==> config.mk <==
export PLATFORM = sky130hd
export DESIGN_NAME = alu_issue_ctrl_flat
export DESIGN_NICKNAME = d
export VERILOG_FILES = /design/src/rtl/alu_issue_ctrl_if.sv /design/src/rtl/alu_issue_ctrl.sv /design/src/flat_wrapper.sv
export SDC_FILE = /design/constraint.sdc
export NUM_CORES = 1
export LEC_CHECK = 0
export ABC_AREA = 1
export CORE_MARGIN = 1
export CORE_UTILIZATION = 40
export CTS_BUF_LIST = sky130_fd_sc_hd__clkbuf_8
export DETAILED_ROUTE_END_ITERATION = 10
export GPL_ROUTABILITY_DRIVEN = 0
export PLACE_DENSITY = 0.91
export SYNTH_ARGS = -nofsm -noshare
export SYNTH_HDL_FRONTEND = slang
export SYNTH_SLANG_ARGS = --single-unit
==> constraint.sdc <==
create_clock -name clk -period 2.55 [get_ports clk]
set_input_delay 0.3825 -clock clk [delete_from_list [all_inputs] [get_ports clk]]
set_output_delay 0.3825 -clock clk [all_outputs]
set_load 0.005 [all_outputs]
==> src/rtl/alu_issue_ctrl_if.sv <==
`default_nettype none
// ============================================================================
// Module   : alu_issue_ctrl_if
// Brief    : Decode request, ALU drive and writeback bundle for alu_issue_ctrl.
// Revision : 1.0 - initial release
// ============================================================================
interface alu_issue_ctrl_if #(
  parameter int WIDTH = 16
);
  logic             req_valid;
  logic             req_ready;
  logic [3:0]       req_oper;
  logic [3:0]       req_func;
  logic [3:0]       req_cond;
  logic [WIDTH-1:0] req_dst;
  logic [WIDTH-1:0] req_src;
  logic [3:0]       req_wbaddr;

  logic [WIDTH-1:0] alu_dst;
  logic [WIDTH-1:0] alu_src;
  logic [3:0]       alu_oper;
  logic [3:0]       alu_func;
  logic [3:0]       alu_cond;
  logic [4:0]       alu_psrRead;
  logic [WIDTH-1:0] alu_result;
  logic [4:0]       alu_psrWrEn;
  logic [4:0]       alu_psrWrite;

  logic             wb_valid;
  logic             wb_ready;
  logic [WIDTH-1:0] wb_data;
  logic [3:0]       wb_addr;
  logic             wb_we;

  logic [4:0]       psr;
  logic             busy;

  // Environment side: decode, combinational ALU and writeback port.
  modport master (
    output req_valid, req_oper, req_func, req_cond, req_dst, req_src, req_wbaddr,
    input  req_ready,
    input  alu_dst, alu_src, alu_oper, alu_func, alu_cond, alu_psrRead,
    output alu_result, alu_psrWrEn, alu_psrWrite,
    input  wb_valid, wb_data, wb_addr, wb_we,
    output wb_ready,
    input  psr, busy
  );

  // Controller side.
  modport slave (
    input  req_valid, req_oper, req_func, req_cond, req_dst, req_src, req_wbaddr,
    output req_ready,
    output alu_dst, alu_src, alu_oper, alu_func, alu_cond, alu_psrRead,
    input  alu_result, alu_psrWrEn, alu_psrWrite,
    output wb_valid, wb_data, wb_addr, wb_we,
    input  wb_ready,
    output psr, busy
  );
endinterface
`default_nettype wire

==> src/rtl/alu_issue_ctrl.sv <==
`default_nettype none
// ============================================================================
// Module   : alu_issue_ctrl
// Brief    : Issue/PSR/writeback sequencer around a combinational 16-bit ALU.
//            Define ALU_MUL_STALL_EN to hold multiply MUL_CYCLES cycles in MULW.
// Revision : 1.0 - initial release
// ============================================================================
module alu_issue_ctrl #(
  parameter int WIDTH      = 16,
  parameter int MUL_CYCLES = 3
) (
  input  wire logic       clk,
  input  wire logic       reset,
  alu_issue_ctrl_if.slave bus
);

  typedef enum logic [1:0] {
    IDLE = 2'd0,
    EXEC = 2'd1,
    MULW = 2'd2,
    WB   = 2'd3
  } state_t;

  localparam logic [3:0] c_oper_alu = 4'b0000;
  localparam logic [3:0] c_oper_cmp = 4'b1011;
  localparam logic [3:0] c_func_cmp = 4'b1011;

  if (MUL_CYCLES < 1 || MUL_CYCLES > 15) begin : g_mul_cycles_range
    $error("alu_issue_ctrl: MUL_CYCLES must be within 1..15");
  end

  state_t           r_state;
  state_t           w_state_next;
  logic [WIDTH-1:0] r_dst;
  logic [WIDTH-1:0] r_src;
  logic [3:0]       r_oper;
  logic [3:0]       r_func;
  logic [3:0]       r_cond;
  logic [3:0]       r_wbaddr;
  logic [WIDTH-1:0] r_wb_data;
  logic             r_wb_we;
  logic [4:0]       r_psr;
  logic             w_accept;
  logic             w_capture;
  logic             w_is_cmp;

  assign w_is_cmp = (r_oper == c_oper_cmp) ||
                    ((r_oper == c_oper_alu) && (r_func == c_func_cmp));

`ifdef ALU_MUL_STALL_EN
  localparam logic [3:0] c_func_mul = 4'b1110;
  localparam logic [3:0] c_cnt_init = 4'(MUL_CYCLES - 1);

  logic [3:0] r_cnt;
  logic       w_is_mul;
  logic       w_load_cnt;

  assign w_is_mul = (r_oper == c_oper_alu) && (r_func == c_func_mul);

  always_ff @(posedge clk or posedge reset) begin
    if (reset) begin
      r_cnt <= 4'd0;
    end else if (w_load_cnt) begin
      r_cnt <= c_cnt_init;
    end else if ((r_state == MULW) && (r_cnt != 4'd0)) begin
      r_cnt <= r_cnt - 4'd1;
    end
  end
`endif

  always_comb begin
    w_state_next = r_state;
    w_accept     = 1'b0;
    w_capture    = 1'b0;
`ifdef ALU_MUL_STALL_EN
    w_load_cnt   = 1'b0;
`endif
    case (r_state)
      IDLE: begin
        if (bus.req_valid) begin
          w_accept     = 1'b1;
          w_state_next = EXEC;
        end
      end
      EXEC: begin
`ifdef ALU_MUL_STALL_EN
        if (w_is_mul) begin
          w_load_cnt   = 1'b1;
          w_state_next = MULW;
        end else begin
          w_capture    = 1'b1;
          w_state_next = WB;
        end
`else
        w_capture    = 1'b1;
        w_state_next = WB;
`endif
      end
      MULW: begin
`ifdef ALU_MUL_STALL_EN
        if (r_cnt == 4'd0) begin
          w_capture    = 1'b1;
          w_state_next = WB;
        end
`else
        w_state_next = IDLE;
`endif
      end
      WB: begin
        if (bus.wb_ready) begin
          w_state_next = IDLE;
        end
      end
      default: w_state_next = IDLE;
    endcase
  end

  // PSR is written only at the capture edge, so the next op reads it directly.
  always_ff @(posedge clk or posedge reset) begin
    if (reset) begin
      r_state   <= IDLE;
      r_dst     <= '0;
      r_src     <= '0;
      r_oper    <= 4'd0;
      r_func    <= 4'd0;
      r_cond    <= 4'd0;
      r_wbaddr  <= 4'd0;
      r_wb_data <= '0;
      r_wb_we   <= 1'b0;
      r_psr     <= 5'd0;
    end else begin
      r_state <= w_state_next;
      if (w_accept) begin
        r_dst    <= bus.req_dst;
        r_src    <= bus.req_src;
        r_oper   <= bus.req_oper;
        r_func   <= bus.req_func;
        r_cond   <= bus.req_cond;
        r_wbaddr <= bus.req_wbaddr;
      end
      if (w_capture) begin
        r_wb_data <= bus.alu_result;
        r_wb_we   <= ~w_is_cmp;
        r_psr     <= (r_psr & ~bus.alu_psrWrEn) | (bus.alu_psrWrite & bus.alu_psrWrEn);
      end
    end
  end

  assign bus.req_ready   = (r_state == IDLE);
  assign bus.busy        = (r_state != IDLE);
  assign bus.wb_valid    = (r_state == WB);
  assign bus.wb_data     = r_wb_data;
  assign bus.wb_addr     = r_wbaddr;
  assign bus.wb_we       = r_wb_we;
  assign bus.alu_dst     = r_dst;
  assign bus.alu_src     = r_src;
  assign bus.alu_oper    = r_oper;
  assign bus.alu_func    = r_func;
  assign bus.alu_cond    = r_cond;
  assign bus.alu_psrRead = r_psr;
  assign bus.psr         = r_psr;

endmodule
`default_nettype wire

==> src/flat_wrapper.sv <==
// flat-port wrapper written by rule: the top's interface ports become plain ports
module alu_issue_ctrl_flat 
#(
  parameter int WIDTH      = 16,
  parameter int MUL_CYCLES = 3
)
  (clk, reset, bus_req_valid, bus_req_oper, bus_req_func, bus_req_cond, bus_req_dst, bus_req_src, bus_req_wbaddr, bus_req_ready, bus_alu_dst, bus_alu_src, bus_alu_oper, bus_alu_func, bus_alu_cond, bus_alu_psrRead, bus_alu_result, bus_alu_psrWrEn, bus_alu_psrWrite, bus_wb_valid, bus_wb_data, bus_wb_addr, bus_wb_we, bus_wb_ready, bus_psr, bus_busy);
  alu_issue_ctrl_if #(.WIDTH(WIDTH)) bus_i ();
  input  wire logic clk;
  input  wire logic reset;
  input wire logic [$bits(bus_i.req_valid)-1:0] bus_req_valid;
  input wire logic [$bits(bus_i.req_oper)-1:0] bus_req_oper;
  input wire logic [$bits(bus_i.req_func)-1:0] bus_req_func;
  input wire logic [$bits(bus_i.req_cond)-1:0] bus_req_cond;
  input wire logic [$bits(bus_i.req_dst)-1:0] bus_req_dst;
  input wire logic [$bits(bus_i.req_src)-1:0] bus_req_src;
  input wire logic [$bits(bus_i.req_wbaddr)-1:0] bus_req_wbaddr;
  output wire logic [$bits(bus_i.req_ready)-1:0] bus_req_ready;
  output wire logic [$bits(bus_i.alu_dst)-1:0] bus_alu_dst;
  output wire logic [$bits(bus_i.alu_src)-1:0] bus_alu_src;
  output wire logic [$bits(bus_i.alu_oper)-1:0] bus_alu_oper;
  output wire logic [$bits(bus_i.alu_func)-1:0] bus_alu_func;
  output wire logic [$bits(bus_i.alu_cond)-1:0] bus_alu_cond;
  output wire logic [$bits(bus_i.alu_psrRead)-1:0] bus_alu_psrRead;
  input wire logic [$bits(bus_i.alu_result)-1:0] bus_alu_result;
  input wire logic [$bits(bus_i.alu_psrWrEn)-1:0] bus_alu_psrWrEn;
  input wire logic [$bits(bus_i.alu_psrWrite)-1:0] bus_alu_psrWrite;
  output wire logic [$bits(bus_i.wb_valid)-1:0] bus_wb_valid;
  output wire logic [$bits(bus_i.wb_data)-1:0] bus_wb_data;
  output wire logic [$bits(bus_i.wb_addr)-1:0] bus_wb_addr;
  output wire logic [$bits(bus_i.wb_we)-1:0] bus_wb_we;
  input wire logic [$bits(bus_i.wb_ready)-1:0] bus_wb_ready;
  output wire logic [$bits(bus_i.psr)-1:0] bus_psr;
  output wire logic [$bits(bus_i.busy)-1:0] bus_busy;
  assign bus_i.req_valid = bus_req_valid;
  assign bus_i.req_oper = bus_req_oper;
  assign bus_i.req_func = bus_req_func;
  assign bus_i.req_cond = bus_req_cond;
  assign bus_i.req_dst = bus_req_dst;
  assign bus_i.req_src = bus_req_src;
  assign bus_i.req_wbaddr = bus_req_wbaddr;
  assign bus_req_ready = bus_i.req_ready;
  assign bus_alu_dst = bus_i.alu_dst;
  assign bus_alu_src = bus_i.alu_src;
  assign bus_alu_oper = bus_i.alu_oper;
  assign bus_alu_func = bus_i.alu_func;
  assign bus_alu_cond = bus_i.alu_cond;
  assign bus_alu_psrRead = bus_i.alu_psrRead;
  assign bus_i.alu_result = bus_alu_result;
  assign bus_i.alu_psrWrEn = bus_alu_psrWrEn;
  assign bus_i.alu_psrWrite = bus_alu_psrWrite;
  assign bus_wb_valid = bus_i.wb_valid;
  assign bus_wb_data = bus_i.wb_data;
  assign bus_wb_addr = bus_i.wb_addr;
  assign bus_wb_we = bus_i.wb_we;
  assign bus_i.wb_ready = bus_wb_ready;
  assign bus_psr = bus_i.psr;
  assign bus_busy = bus_i.busy;
  alu_issue_ctrl #(.WIDTH(WIDTH), .MUL_CYCLES(MUL_CYCLES)) u_core (.clk(clk), .reset(reset), .bus(bus_i));
endmodule
Yosys cells after proc, flatten, opt, wreduce, memory -nomap -nowiden
Cells that the tools add are included.
Widths: inputs -> output; s select.
{"block": "totals", "reg_bits": 72, "output_inout_bits": 78, "word_cells": 34}
{"block": "op_classes", "eq_ne": 7, "n_mux": 6, "bitwise": 5, "reduce_logical": 6}
{"operator": "$and 5x5->5", "count": 2}
{"operator": "$eq 4x4->1 const B", "count": 2}
{"operator": "$pmux 2 s4", "count": 1}
{"operator": "$not 5->5", "count": 1}
{"operator": "$or 5x5->5", "count": 1}
{"operator": "$eq 2x2->1 const B", "count": 2}
{"operator": "$logic_not 4->1", "count": 1}
{"operator": "$mux 2", "count": 2}
{"operator": "$mux 1", "count": 3}
{"operator": "$eq 2x1->1 const B", "count": 1}
{"operator": "$logic_not 2->1", "count": 1}
{"operator": "$ne 2x1->1 const B", "count": 1}
{"operator": "$ne 2x2->1 const B", "count": 1}
{"operator": "$reduce_and 2->1", "count": 1}
{"operator": "$reduce_bool 2->1", "count": 1}
{"operator": "$logic_and 1x1->1", "count": 1}
{"operator": "$logic_or 1x1->1", "count": 1}
{"operator": "$not 1->1", "count": 1}

Depth between registers and ports, before layout
{"block": "depth", "word_depth": 4, "depth_mapped": 6, "mapped_depth_nobuf": 6}

Least setup slack after synthesis
OpenSTA, ideal clock, no wires.
{"block": "synth_path", "path_type": "reg-to-output", "start": "reg u_core.r_state[0]", "end": "out bus_busy", "arrival_time_ns": 0.868, "required_time_ns": 2.168, "setup_slack_ns": 1.300, "path_stages_with_launch": 4, "path_buffers": 1, "path_cell_list": "dfrtp_1 > nor2_4 > buf_2 > inv_1"}
{"block": "synth_via", "elab_chain_len": 1}
{"element": "from (decl)", "line_no": "alu_issue_ctrl.sv:32", "rtl": "state_t r_state;"}
{"element": "from (signal assigned)", "line_no": "alu_issue_ctrl.sv:132", "rtl": "r_state <= w_state_next;"}
{"element": "$reduce_bool 2->1", "line_no": "alu_issue_ctrl.sv:150", "rtl": "assign bus.busy = (r_state != IDLE);"}
{"element": "to (decl)", "line_no": "flat_wrapper.sv:34", "rtl": "output wire logic [$bits(bus_i.busy)-1:0] bus_busy;"}
No other way between the ends.

Final worst setup path
{"block": "layout_path", "start": "reg u_core.r_state[0]", "end": "out bus_req_ready"}
{"block": "layout_via", "elab_chain_len": 1}
{"element": "$logic_not 2->1", "line_no": "alu_issue_ctrl.sv:149", "rtl": "assign bus.req_ready = (r_state == IDLE);"}
{"element": "to (decl)", "line_no": "flat_wrapper.sv:18", "rtl": "output wire logic [$bits(bus_i.req_ready)-1:0] bus_req_ready;"}
No other way between the ends.

==> summary.md <==
| Metric | Value |
|---|---|
| Pwr dens | `1150 nW/um^2` |
| Clock skew | `0.0121 ns` |
| Largest net degree at the start of global routing | `73` |
| Least-Margin Pin Slew | `0.916 ns` |
| Max cap viols | `0` |
| Slowest cell on crit path | `clkdlybuf4s50_1` |
| Inserted Diodes | `0` |
| Layout cells sized above 1 | `4.95%` |
| R2R setup slack | `0.54 ns` |
| Number of synthesized flops with an enable pin | `0` |
| Share of the synthesized area in the top cell type | `62.0%` |
| Sw frac | `33.2%` |
| Worst Hold Class | `in2async` |
| Switching pwr | `1780 uW` |
| Total GRT Usage | `21.9%` |
| Seq cells post-synth | `72` |
| Final #Nets | `559` |
| Yosys cell types | `15` |
| Drt via density | `4.69` |
| Clock power frac | `17.0%` |
| DR WL/cell | `13.6 um` |
| Post-route ant nets | `0` |
| DIE HEIGHT | `87.2 um` |
| Placed Instances | `566` |
| CTS H-tree depth | `3` |
| R2r endpoint | `u_core.bus.alu_oper[3]$_DFFE_PP0P_` |
| Crit path arrival time | `1.76 ns` |
| VDD IR-drop max | `750 uV` |
| Starting Density | `42.1%` |
| First drt pass iteration count | `4` |
| Fill cells | `544` |
| Row Count | `30` |
| Int Power | `3600 uW` |
| Slew margin rel. | `38.7%` |
| Endpoints failing setup | `0` |
| Setup TNS | `0 ns` |
| CTS tree | `yes` |
| Die width | `87.2 um` |
| Post-Syn Instances | `334` |
| Clock-pin slew on the worst setup and hold paths | `0.08 ns` |
| Final worst-path cycle share | `84.1%` |
| Fmax | `466 MHz` |
| Prevailing post-synth register cell | `dfrtp_1` |
| CTS Buffer Depth | `2` |
| Clock Tree Root | `clkbuf_8` |
| Count leader, synth | `nand2_1` |
| WP data required | `2.17 ns` |
| Asr flop ratio synth | `100%` |
| Leakage | `0.00229 uW` |
| CTS Hold Buffers Added | `0` |
| Drc violations | `0` |
| Status | `finished, final reports clean` |
| Clock period minus worst slack | `2.14 ns` |
| Die area | `7610 um^2` |
| Global route total overflow | `0` |
| Worst Path Max Fanout | `22` |
| Syn avg cell area | `8.70 um^2` |
| Synthesis-to-finish area growth | `61.6%` |
| Crit. End Element | `output port` |
| Detailed Route Iter0 Violations | `124` |
| Max incr delay on CP | `0.60 ns` |
| Number of port buffers | `155` |
| Area leader, netlist | `dfrtp_1` |
| Io pins | `156` |
| Non-filler cells, final | `581` |
| Core footprint | `6910 um^2` |
| Post CTS Setup Buffer Count | `0` |
| First-pass GRT wire length | `12700 um` |
| Routed WL | `7910 um` |
| Commonest cells post-synth | `nand2_1, dfrtp_1, nand3_1, buf_2` |
| Dpl hpwl | `5720 um` |
| Final hold vios | `0` |
| Fin. max-slew vios | `0` |
| Logic gate share of total power | `45.4%` |
| Critical path class | `reg2out` |
| Reg2Reg Depth | `4` |
| Routed vias | `2722` |
| Insertion delay to the later sink of the worst-skew pair | `0.33 ns` |
| CTS Sinks | `72` |
| Sequential-to-total area share from yosys stat | `62.0%` |
| Mapped Area | `2910 um^2` |
| Top cells by area, synth | `dfrtp_1, nand2_1, nand3_1, buf_2, buf_4` |
| FF-to-FF Start | `u_core.r_state[0]$_DFFE_PP0P_` |
| Antenna violations before repair | `0` |
| CP cell instances | `nor2_4 -> clkdlybuf4s50_1` |
| Unrepaired setup endpoints after global routing | `no` |
| Sequential power share | `37.6%` |
| CTS buffer count | `9` |
| Critical Path Start Type | `register` |
| Syn_nets | `412` |
| Synth warnings | `0` |
| Overall Power | `5380 uW` |
| Post-CTS sizing | `0` |
| Number of global-route vias before repair | `2737` |
## worst max path at each step
stage | cells after the start | from | end
finish | 2 | u_core.r_state[0]$_DFFE_PP0P_ | bus_req_ready
global route | 4 | u_core.r_state[0]$_DFFE_PP0P_ | u_core.bus.alu_oper[3]$_DFFE_PP0P_
CTS | 2 | u_core.r_state[0]$_DFFE_PP0P_ | bus_req_ready
detailed placement | 4 | u_core.r_state[0]$_DFFE_PP0P_ | u_core.bus.alu_oper[3]$_DFFE_PP0P_
global placement | 4 | u_core.r_state[0]$_DFFE_PP0P_ | u_core.bus.alu_func[2]$_DFFE_PP0P_
floorplan | 1 | reset | asynchronous set/reset pin
## kinds of logic after synthesis
group           Yosys count  synth area share [%]
compound gates            6                  1.03
buf+inv                  33                  5.68
flops                    72                  62.0
simple gates            223                  31.3
## power by group through the flow
stage / clock (uW) / combinational (uW) / sequential (uW)
2_1_floorplan: 0 / 976 / 2040
3_3_place_gp: 0 / 2380 / 2000
3_5_place_dp: 0 / 2470 / 2030
4_1_cts: 943 / 2470 / 2020
5_1_grt: 995 / 2700 / 2090
6_report: 917 / 2440 / 2020
## flip-flops by register name, indices dropped and copies added, names as in the netlist, named ones only
signal / flops
u_core.bus.alu_func: 4
u_core.bus.alu_dst: 16
u_core.bus.alu_src: 16
u_core.bus.wb_data: 16
u_core.bus.wb_we: 1
u_core.bus.wb_addr: 4
u_core.bus.alu_cond: 4
u_core.bus.alu_oper: 4
u_core.r_state: 2
## layout by cell type, fill, tap and decap left out, drive strengths merged
| cell type | netlist | final |
|---|---|---|
| nand3 | 48 | 48 |
| clkdlybuf4s50 | 0 | 155 |
| a21oi | 5 | 5 |
| clkbuf | 3 | 12 |
| inv | 10 | 10 |
| nor2 | 10 | 10 |
| bufinv | 0 | 1 |
| nand2 | 164 | 164 |
| clkinv | 0 | 2 |
| buf | 20 | 4 |
| o21ai | 1 | 1 |
| dfrtp | 72 | 72 |
| or2 | 1 | 1 |
## worst max-delay path: cells and delay by family, from the launching register on
| family | cells | cell delay, ns |
|---|---|---|
| buffers and inverters | 1 | 0.60 |
| flip-flops | 1 | 0.43 |
| AND/OR/NAND/NOR | 1 | 0.41 |
## layout make-up
cell class                      count  area [um^2]  area share (%)
Inverter                           10         37.5           0.799
Sequential cell                    72         1800            38.3
Timing Repair Buffer              159         1590            33.9
Multi-Input combinational cell    229          940            20.0
Clock buffer                       12          165            3.52
Tap cell                           96          120            2.56
Clock inverter                      3         40.0           0.852
## metrics by stage
step	util (%)	area, um^2	hold WS [ns]	setup WS [ns]
2_1_floorplan	-	2910	0.465	0.343
3_3_place_gp	65.1	4490	0.453	0.650
3_5_place_dp	65.1	4490	0.460	0.587
4_1_cts	68.0	4700	0.470	0.387
5_1_grt	68.0	4700	0.499	0.312
6_report	68.0	4700	0.453	0.406
## metal layers
layer | wire, um | track usage [%] | share of wire [%] | vias to the layer above
met1 | 3170 | 24.0 | 40 | 1275
met2 | 3980 | 38.8 | 50 | 100
li1 | - | - | - | 1328
met4 | 171 | 9.54 | 2.2 | 0
met3 | 586 | 6.73 | 7.4 | 19
met5 | 0 | 0 | 0 | -
No activity file was read; power rests on OpenSTA's default activity.
